[config.mk]
export PLATFORM = sky130hd
export DESIGN_NAME = uart_rx_frame
export DESIGN_NICKNAME = d
export VERILOG_FILES = /design/src/rtl/uart_pkg.sv /design/src/rtl/uart_rx_sampler.sv /design/src/rtl/uart_rx_frame.sv
export SDC_FILE = /design/constraint.sdc
export NUM_CORES = 1
export LEC_CHECK = 0
export ABC_AREA = 1
export BUFFER_PORTS_ARGS = -buffer_cell sky130_fd_sc_hd__clkbuf_2
export CAP_MARGIN = 20
export CORE_MARGIN = 3
export CORE_UTILIZATION = 60
export DETAILED_ROUTE_END_ITERATION = 6
export GPL_TIMING_DRIVEN = 0
export PLACE_DENSITY = 0.8
export SETUP_SLACK_MARGIN = 0.3
export SLEW_MARGIN = 20
export SYNTH_ARGS = -nofsm -noshare
export SYNTH_HDL_FRONTEND = slang
export SYNTH_SLANG_ARGS = --single-unit
[constraint.sdc]
create_clock -name CLK -period 2.4 [get_ports CLK]
set_input_delay 0.36 -clock CLK [delete_from_list [all_inputs] [get_ports CLK]]
set_output_delay 0.36 -clock CLK [all_outputs]
set_load 0.03 [all_outputs]
[src/rtl/uart_pkg.sv]
// Shared UART definitions: receive FSM state codes, parity encoding and the
// supported oversampling ratios.
package uart_pkg;

  // Receive FSM states
  localparam logic [2:0] IDLE   = 3'd0;
  localparam logic [2:0] START  = 3'd1;
  localparam logic [2:0] DATA   = 3'd2;
  localparam logic [2:0] PARITY = 3'd3;
  localparam logic [2:0] STOP   = 3'd4;

  // PAR_TYP value selecting even parity; matches the TX parity calculator
  localparam logic EVEN_PARITY = 1'b1;

  localparam int unsigned PRESCALE_8  = 8;
  localparam int unsigned PRESCALE_16 = 16;
  localparam int unsigned PRESCALE_32 = 32;

endpackage

[src/rtl/uart_rx_sampler.sv]
// Per-bit oversampling: edge counter, three mid-bit samples, 2-of-3 vote and
// the end-of-bit strobe.
module uart_rx_sampler #(
  parameter int PRESCALE_WIDTH = 6
) (
  input  logic                      clk,
  input  logic                      rst,
  input  logic                      start,
  input  logic                      active,
  input  logic                      rx_in,
  input  logic [PRESCALE_WIDTH-1:0] prescale,
  output logic                      bit_done,
  output logic                      bit_val
);

  localparam logic [PRESCALE_WIDTH-1:0] ONE = PRESCALE_WIDTH'(1);

  logic [PRESCALE_WIDTH-1:0] edge_cnt_q, edge_cnt_d;
  logic [2:0]                samp_q, samp_d;
  logic [PRESCALE_WIDTH-1:0] last_edge;
  logic [PRESCALE_WIDTH-1:0] first_samp;

  always_comb begin
    last_edge  = prescale - ONE;
    first_samp = (prescale >> 1) - ONE;
    bit_done   = active && (edge_cnt_q == last_edge);
    bit_val    = (samp_q[0] & samp_q[1]) | (samp_q[0] & samp_q[2]) |
                 (samp_q[1] & samp_q[2]);

    // The start-detect cycle is edge 0, so the counter resumes at 1
    edge_cnt_d = '0;
    if (start) begin
      edge_cnt_d = ONE;
    end else if (active && !bit_done) begin
      edge_cnt_d = edge_cnt_q + ONE;
    end

    samp_d = samp_q;
    if (active) begin
      for (int i = 0; i < 3; i++) begin
        if (edge_cnt_q == first_samp + PRESCALE_WIDTH'(i)) begin
          samp_d[i] = rx_in;
        end
      end
    end
  end

  always_ff @(posedge clk) begin
    if (rst) begin
      edge_cnt_q <= '0;
      samp_q     <= '0;
    end else begin
      edge_cnt_q <= edge_cnt_d;
      samp_q     <= samp_d;
    end
  end

endmodule

[src/rtl/uart_rx_frame.sv]
// UART receive deserializer: start qualification, LSB-first data shift,
// optional parity check and stop check with one-cycle result pulses.
module uart_rx_frame
  import uart_pkg::*;
#(
  parameter int DATA_WIDTH     = 8,
  parameter int PRESCALE_WIDTH = 6
) (
  input  logic                      CLK,
  input  logic                      RST,
  input  logic                      RX_IN,
  input  logic                      PAR_EN,
  input  logic                      PAR_TYP,
  input  logic [PRESCALE_WIDTH-1:0] Prescale,
  output logic [DATA_WIDTH-1:0]     P_DATA,
  output logic                      Data_Valid,
  output logic                      par_err,
  output logic                      stp_err
);

  localparam int BCW = (DATA_WIDTH > 1) ? $clog2(DATA_WIDTH) : 1;
  localparam logic [BCW-1:0] BIT_LAST = BCW'(DATA_WIDTH - 1);

  logic [2:0]                state_q, state_d;
  logic [BCW-1:0]            bit_cnt_q, bit_cnt_d;
  logic [DATA_WIDTH-1:0]     shift_q, shift_d;
  logic [PRESCALE_WIDTH-1:0] presc_q, presc_d;
  logic                      par_en_q, par_en_d;
  logic                      par_typ_q, par_typ_d;
  logic                      par_fail_q, par_fail_d;
  logic [DATA_WIDTH-1:0]     p_data_q, p_data_d;
  logic                      dv_q, dv_d;
  logic                      par_err_q, par_err_d;
  logic                      stp_err_q, stp_err_d;

  logic start_det;
  logic active;
  logic bit_done;
  logic bit_val;
  logic exp_par;

  assign start_det = (state_q == IDLE) && !RX_IN;
  assign active    = (state_q != IDLE);
  assign exp_par   = (par_typ_q == EVEN_PARITY) ? ^shift_q : ~^shift_q;

  uart_rx_sampler #(
    .PRESCALE_WIDTH(PRESCALE_WIDTH)
  ) u_sampler (
    .clk     (CLK),
    .rst     (RST),
    .start   (start_det),
    .active  (active),
    .rx_in   (RX_IN),
    .prescale(presc_q),
    .bit_done(bit_done),
    .bit_val (bit_val)
  );

  always_comb begin
    state_d    = state_q;
    bit_cnt_d  = bit_cnt_q;
    shift_d    = shift_q;
    presc_d    = presc_q;
    par_en_d   = par_en_q;
    par_typ_d  = par_typ_q;
    par_fail_d = par_fail_q;
    p_data_d   = p_data_q;
    dv_d       = 1'b0;
    par_err_d  = 1'b0;
    stp_err_d  = 1'b0;

    case (state_q)
      IDLE: begin
        // Frame settings are frozen here so mid-frame changes cannot corrupt timing
        if (!RX_IN) begin
          state_d   = START;
          presc_d   = Prescale;
          par_en_d  = PAR_EN;
          par_typ_d = PAR_TYP;
        end
      end
      START: begin
        if (bit_done) begin
          if (bit_val) begin
            state_d = IDLE;
          end else begin
            state_d    = DATA;
            bit_cnt_d  = '0;
            par_fail_d = 1'b0;
          end
        end
      end
      DATA: begin
        if (bit_done) begin
          shift_d[bit_cnt_q] = bit_val;
          if (bit_cnt_q == BIT_LAST) begin
            state_d = par_en_q ? PARITY : STOP;
          end else begin
            bit_cnt_d = bit_cnt_q + BCW'(1);
          end
        end
      end
      PARITY: begin
        if (bit_done) begin
          par_fail_d = (bit_val != exp_par);
          state_d    = STOP;
        end
      end
      STOP: begin
        if (bit_done) begin
          state_d   = IDLE;
          stp_err_d = !bit_val;
          par_err_d = par_fail_q;
          if (bit_val && !par_fail_q) begin
            dv_d     = 1'b1;
            p_data_d = shift_q;
          end
        end
      end
      default: state_d = IDLE;
    endcase
  end

  always_ff @(posedge CLK) begin
    if (RST) begin
      state_q    <= IDLE;
      bit_cnt_q  <= '0;
      shift_q    <= '0;
      presc_q    <= '0;
      par_en_q   <= 1'b0;
      par_typ_q  <= 1'b0;
      par_fail_q <= 1'b0;
      p_data_q   <= '0;
      dv_q       <= 1'b0;
      par_err_q  <= 1'b0;
      stp_err_q  <= 1'b0;
    end else begin
      state_q    <= state_d;
      bit_cnt_q  <= bit_cnt_d;
      shift_q    <= shift_d;
      presc_q    <= presc_d;
      par_en_q   <= par_en_d;
      par_typ_q  <= par_typ_d;
      par_fail_q <= par_fail_d;
      p_data_q   <= p_data_d;
      dv_q       <= dv_d;
      par_err_q  <= par_err_d;
      stp_err_q  <= stp_err_d;
    end
  end

  assign P_DATA     = p_data_q;
  assign Data_Valid = dv_q;
  assign par_err    = par_err_q;
  assign stp_err    = stp_err_q;

endmodule

# After elaboration in Yosys (flattened, before gate mapping)
# Index checks and enable logic that the tools add are counted.
[totals]
reg_bits = 43
wordCells = 102
output_inout_bits = 11
input_bits = 11
[classes]
n_bitwise = 9
n_reduce_logical = 26
muxes = 25
order_cmp = 2
n_eq_ne = 18
add_sub_neg = 6
[op_table]
columns = ["cell", "count"]
rows = [
  ["$mux W3", 11],
  ["$eq A6 B6 Y1", 4],
  ["$ne A2 B2 Y1 const B", 8],
  ["$pmux W3 S5", 1],
  ["$add A6 B1 Y6 const B", 2],
  ["$reduce_and A2 Y1", 5],
  ["$bwmux W8", 1],
  ["$mux W1", 8],
  ["$reduce_xnor A8 Y1", 1],
  ["$reduce_xor A8 Y1", 1],
  ["$add A6 B2 Y6 const B", 1],
  ["$eq A3 B2 Y1 const B", 2],
  ["$eq A3 B3 Y1 const B", 2],
  ["$pmux W3 S2", 1],
  ["$reduce_and A6 Y1", 1],
  ["$reduce_or A3 Y1", 2],
  ["$sub A5 B1 Y6 const B", 1],
  ["$sub A6 B1 Y6 const B", 1],
  ["$logic_and A1 B1 Y1", 5],
  ["$reduce_and A5 Y1", 1],
  ["$logic_not A1 Y1", 4],
  ["$lt A3 B4 Y1 const B", 1],
  ["$not A1 Y1", 4],
  ["$reduce_and A4 Y1", 1],
  ["13 further kinds", 17],
]

# Longest topological paths before layout
[depth]
word_depth = 7
mapped_depth = 15
mapped_depth_nobuf = 14

# Modules after synthesis
# From an unflattened synthesis, not the netlist that was laid out.
[unflattened]
hier_cells = 387
area_unflattened_um2 = 2566.2
[by_module_without_submodules]
columns = ["mod", "seq_area_each_um2", "cells_per_inst", "area_per_inst_um2", "n_inst"]
rows = [
  ["uart_rx_frame", 680.7, 215, 1547.7, 1],
  ["uart_rx_sampler", 180.2, 172, 1018.5, 1],
]

# Worst setup path after synthesis
# OpenSTA, ideal clock, no wires.
[synth_path]
kind = "register to register"
startpoint = "register presc_q[1]"
endpoint = "register u_sampler.samp_q[2]"
required_ps = 2285
period_less_slack_ps = 1951
setup_slack_ps = 449
path_stages_with_launch = 13
path_buffers = 1
t_arrival_ps = 1836
setup_ps = 115
path_cell_list = "dfxtp_1 -> inv_1 -> ha_1 -> buf_2 -> xor2_1 -> ha_1 -> xor2_1 -> nor2_1 -> nand2_1 -> nor2_1 -> nand3_1 -> nand2_1 -> nor2_1"
[synth_via]
elab_chain_len = 4
[synth_lines]
columns = ["element", "line", "source"]
rows = [
  ["start, declared", "uart_rx_frame.sv:27", "logic [PRESCALE_WIDTH-1:0] presc_q, presc_d;"],
  ["start signal, assigned", "uart_rx_frame.sv:141", "presc_q <= presc_d;"],
  ["$sub A5 B1 Y6", "uart_rx_sampler.sv:25", "first_samp = (prescale >> 1) - ONE;"],
  ["$add A6 B2 Y6", "uart_rx_sampler.sv:41", "if (edge_cnt_q == first_samp + PRESCALE_WIDTH'(i)) begin"],
  ["$eq A6 B6 Y1", "uart_rx_sampler.sv:41", ""],
  ["$reduce_and A2 Y1 (no line)", "--", ""],
  ["end signal, assigned", "uart_rx_sampler.sv:54", "samp_q <= samp_d;"],
  ["end, declared", "uart_rx_sampler.sv:19", "logic [2:0] samp_q, samp_d;"],
]
# Every way passes these cells.
# A chain may end at the register's enable or synchronous reset.

# Final worst setup path
[layout_path]
startpoint = "register presc_q[0]"
endpoint = "register p_data_q[4] (netlist: P_DATA[4])"
[layout_via]
elab_chain_len = 4
[layout_lines]
columns = ["element", "line", "source"]
rows = [
  ["$sub A6 B1 Y6", "uart_rx_sampler.sv:24", "last_edge = prescale - ONE;"],
  ["$eq A6 B6 Y1", "uart_rx_sampler.sv:26", "bit_done = active && (edge_cnt_q == last_edge);"],
  ["$logic_and A1 B1 Y1", "uart_rx_sampler.sv:26", ""],
  ["$reduce_and A3 Y1 (no line)", "--", ""],
  ["end signal, assigned", "uart_rx_frame.sv:145", "p_data_q <= p_data_d;"],
  ["end, declared", "uart_rx_frame.sv:31", "logic [DATA_WIDTH-1:0] p_data_q, p_data_d;"],
]
# Every way passes these cells.

==> impl_results.md <==
- Status: finished, final reports clean
- RSZ-0062 raised after global routing: false
- Least-Margin Pin Slew: 548.2 ps
- Core area: 4173 um2
- Switching part of the total: 46.67%
- Antenna Cells: 0
- Total clock sinks: 43
- Clock latency on the worst-skew pair: 300 ps
- Die W: 73.07 um
- Setup TNS: 0 ps
- Worst Hold Class: primary input to register
- Critical path fanouts, max: 8
- Synth Cell Area: 2699 um2
- Worst hold start: RX_IN
- Starting Density: 64.68%
- Skew final: 7.501 ps
- Register area share after synthesis: 31.90%
- CP peak stage delay: 330 ps
- Gate Count Post-Synth: 429
- WL final: 6545 um
- Arr. time, crit path: 2190 ps
- Fin area: 3157 um2
- DP Area: 2867 um2
- Final core occ: 75.65%
- Synthesis-stage register bit count: 43
- Critical path, cell by cell: inv_1 -> ha_4 -> inv_1 -> nand2_1 -> nand2_1 -> nand2_1 -> nand2_2 -> nor2_4 -> nand3_4 -> nor2_8 -> nand3_4 -> buf_8 -> nand2_1 -> nand2_1 -> nor2_1
- # nets final: 487
- Buf/Inv on CP: 3
- Hpwl dp: 4861 um
- Crit path launch: presc_q[0]
- Static Leak: 1.599 nW
- CTS buffer count: 5
- Worst EP required: 2630 ps
- Final period utilization: 81.71%
- CP most frequent cell: nand2_1
- Number of port buffers: 21
- Flop pwr share: 27.9%
- Clock root cell: clkbuf_8
- Vias in the first global route: 2388
- Worst r2r src: presc_q[0]
- Clock transition time at the flip-flop clock pins of the worst setup and hold paths: 90 ps
- Synth warn: 0
- Power, Total: 3.391 mW
- Headroom to the max-slew limit: 63.32%
- CTS tree: done
- Drt wl/cell: 12.59 um
- Drt via density: 5.319
- Max Buffers Root-to-Sink: 2
- Total global-route track usage: 26.29%
- Reg area: 867.1 um2
- Max Fclk: 509.9 MHz
- Syn-to-layout area delta: 16.97%
- Distinct cell type count after synthesis: 30
- First-pass GRT wire length: 10920 um
- Final setup vio count: 0
- Clock power share: 16.9%
- ANT nets after route: 0
- CP max-delay cell: dfxtp_2
- Drt drc: 0
- Syn nets: 447
- Congestion Overflow GR: 0
- H-tree depth: 2
- Crit path launch type: register
- Area of the die: 5338 um2
- Die Span Y: 73.07 um
- MaxCap Viol Count: 0
- Area of the multi-input gates: 1595 um2
- Switching power: 1.583 mW
- Kind of critical path: register to register
- Final hold violation count: 0
- CP top delay family: simple AND/OR/NAND/NOR gates
- Minimum clock period: 1961 ps
- Critical Path End Type: register
- Internal: 1.808 mW
- 1st-iter DRT viols: 151
- Combinational share of power: 55.2%
- CTS hold repair buffers: 0
- GPL Wtd Cong: 0.8992
- Routed vias: 2766
- Worst ir drop on vdd: 0.9056 mV
- Initial antenna violation count: 0
- Core Rows: 23
- # IOs: 22
- Proportion of layout cells with a drive suffix above 1: 16.17%
- Synth Area per Inst: 6.291 um2
- Fill cell count: 337
- Final Slew Violations: 0
- Pwr Density: 1074 nW/um2
- 1st-pass router iterations: 5
- Largest net degree at the start of global routing: 15
[layout make-up]
type	count	share of cell area (%)
inverter	61	7.491
timing repair buffer	33	6.738
tap	50	1.982
clock inverter	3	1.387
buffer	10	2.220
multi-input combinational	315	50.54
clock buffer	5	2.180
sequential	43	27.47
[power by group through the flow]
stage	clock network, mW	logic [mW]	registers [mW]
after detailed placement	0	1.68	0.950
after global placement	0	1.63	0.944
final	0.572	1.87	0.946
after floorplan	0	1.38	0.920
after CTS	0.580	1.70	0.939
after global routing	0.605	2.12	0.959
[registers in the layout (all words and copies together) (netlist names)]
| name | count |
|---|---|
| Data_Valid | 1 |
| P_DATA | 8 |
| bit_cnt_q | 3 |
| par_en_q | 1 |
| par_err | 1 |
| par_fail_q | 1 |
| par_typ_q | 1 |
| presc_q | 6 |
| shift_q | 8 |
| state_q | 3 |
| stp_err | 1 |
| u_sampler.edge_cnt_q | 6 |
| u_sampler.samp_q | 3 |
[cell usage after synthesis (all sizes together)]
cell | n | share of area, %
a21oi | 20 | 3.7
xor2 | 11 | 3.6
o21ai | 23 | 4.4
nor3b | 2 | 0.56
nand4 | 4 | 0.93
dfxtp | 43 | 32
nor3 | 1 | 0.19
or2 | 1 | 0.23
nor2 | 74 | 12
nand3 | 45 | 9.7
xnor2 | 3 | 0.97
a31oi | 4 | 0.93
nand2 | 117 | 17
inv | 61 | 8.5
nand3b | 1 | 0.28
o22ai | 1 | 0.23
clkbuf | 4 | 0.56
buf | 6 | 1.7
and2 | 1 | 0.23
ha | 7 | 3.2
[tightest hold or removal path: cells and delay by family]
family,cells,cell delay [ps]
buf+inv,1,90
simple gates,2,120
[cell usage in the layout (no fill, tap or decap), drive strengths merged, types with 3 or more instances in the layout]
master  count
xor2       11
xnor2       3
a31oi       4
clkbuf     31
dfxtp      43
buf        17
nand4       4
o21ai      23
nor2       74
a21oi      20
ha          7
inv        61
nand3      45
nand2     117
[metal layers]
layer  vias up  track usage (%)  part of all wire, %
met5         -                0                    0
met4         0            6.352                 0.98
met3         6            4.270                  5.4
met2        82            41.11                   45
met1      1251            37.70                   48
li1       1427                -                    -
[path summary, 6_finish.rpt]
path / slack, ps / to / depth (start not counted)
worst max register to register: 440 / P_DATA[4] / 15
worst max-delay path: 440 / P_DATA[4] / 15
worst min-delay path: 300 / u_sampler.samp_q[0] / 3
worst min register to register: 470 / par_err / 2
[logic make-up after synthesis]
logic type / Yosys count / share of synthesized area, %
AOI/OAI and AO/OA: 48 / 9.272
xor gates and xnor gates: 14 / 4.543
adders and majority gates: 7 / 3.245
buffers and inverters: 71 / 10.71
DFF: 43 / 31.90
and+or+nand+nor: 246 / 40.33
[per-stage QoR]
step | hold slack (ps) | setup WS (ps) | instances
floorplan | 422.0 | 449.3 | 429
global placement | 444.9 | 96.11 | 500
detailed placement | 457.0 | 105.6 | 500
CTS | 301.8 | 335.7 | 508
global route | 322.6 | 270.7 | 520
finish | 301.5 | 438.9 | 520
[timing repair]
item,4_1_cts,5_1_grt
buffers inserted,0,11
gates resized for setup,7,18
pin swaps,1,6
cloned,0,1
endpoints found under the setup margin,31,23
Note: power is estimated with default switching activity, not from simulation.
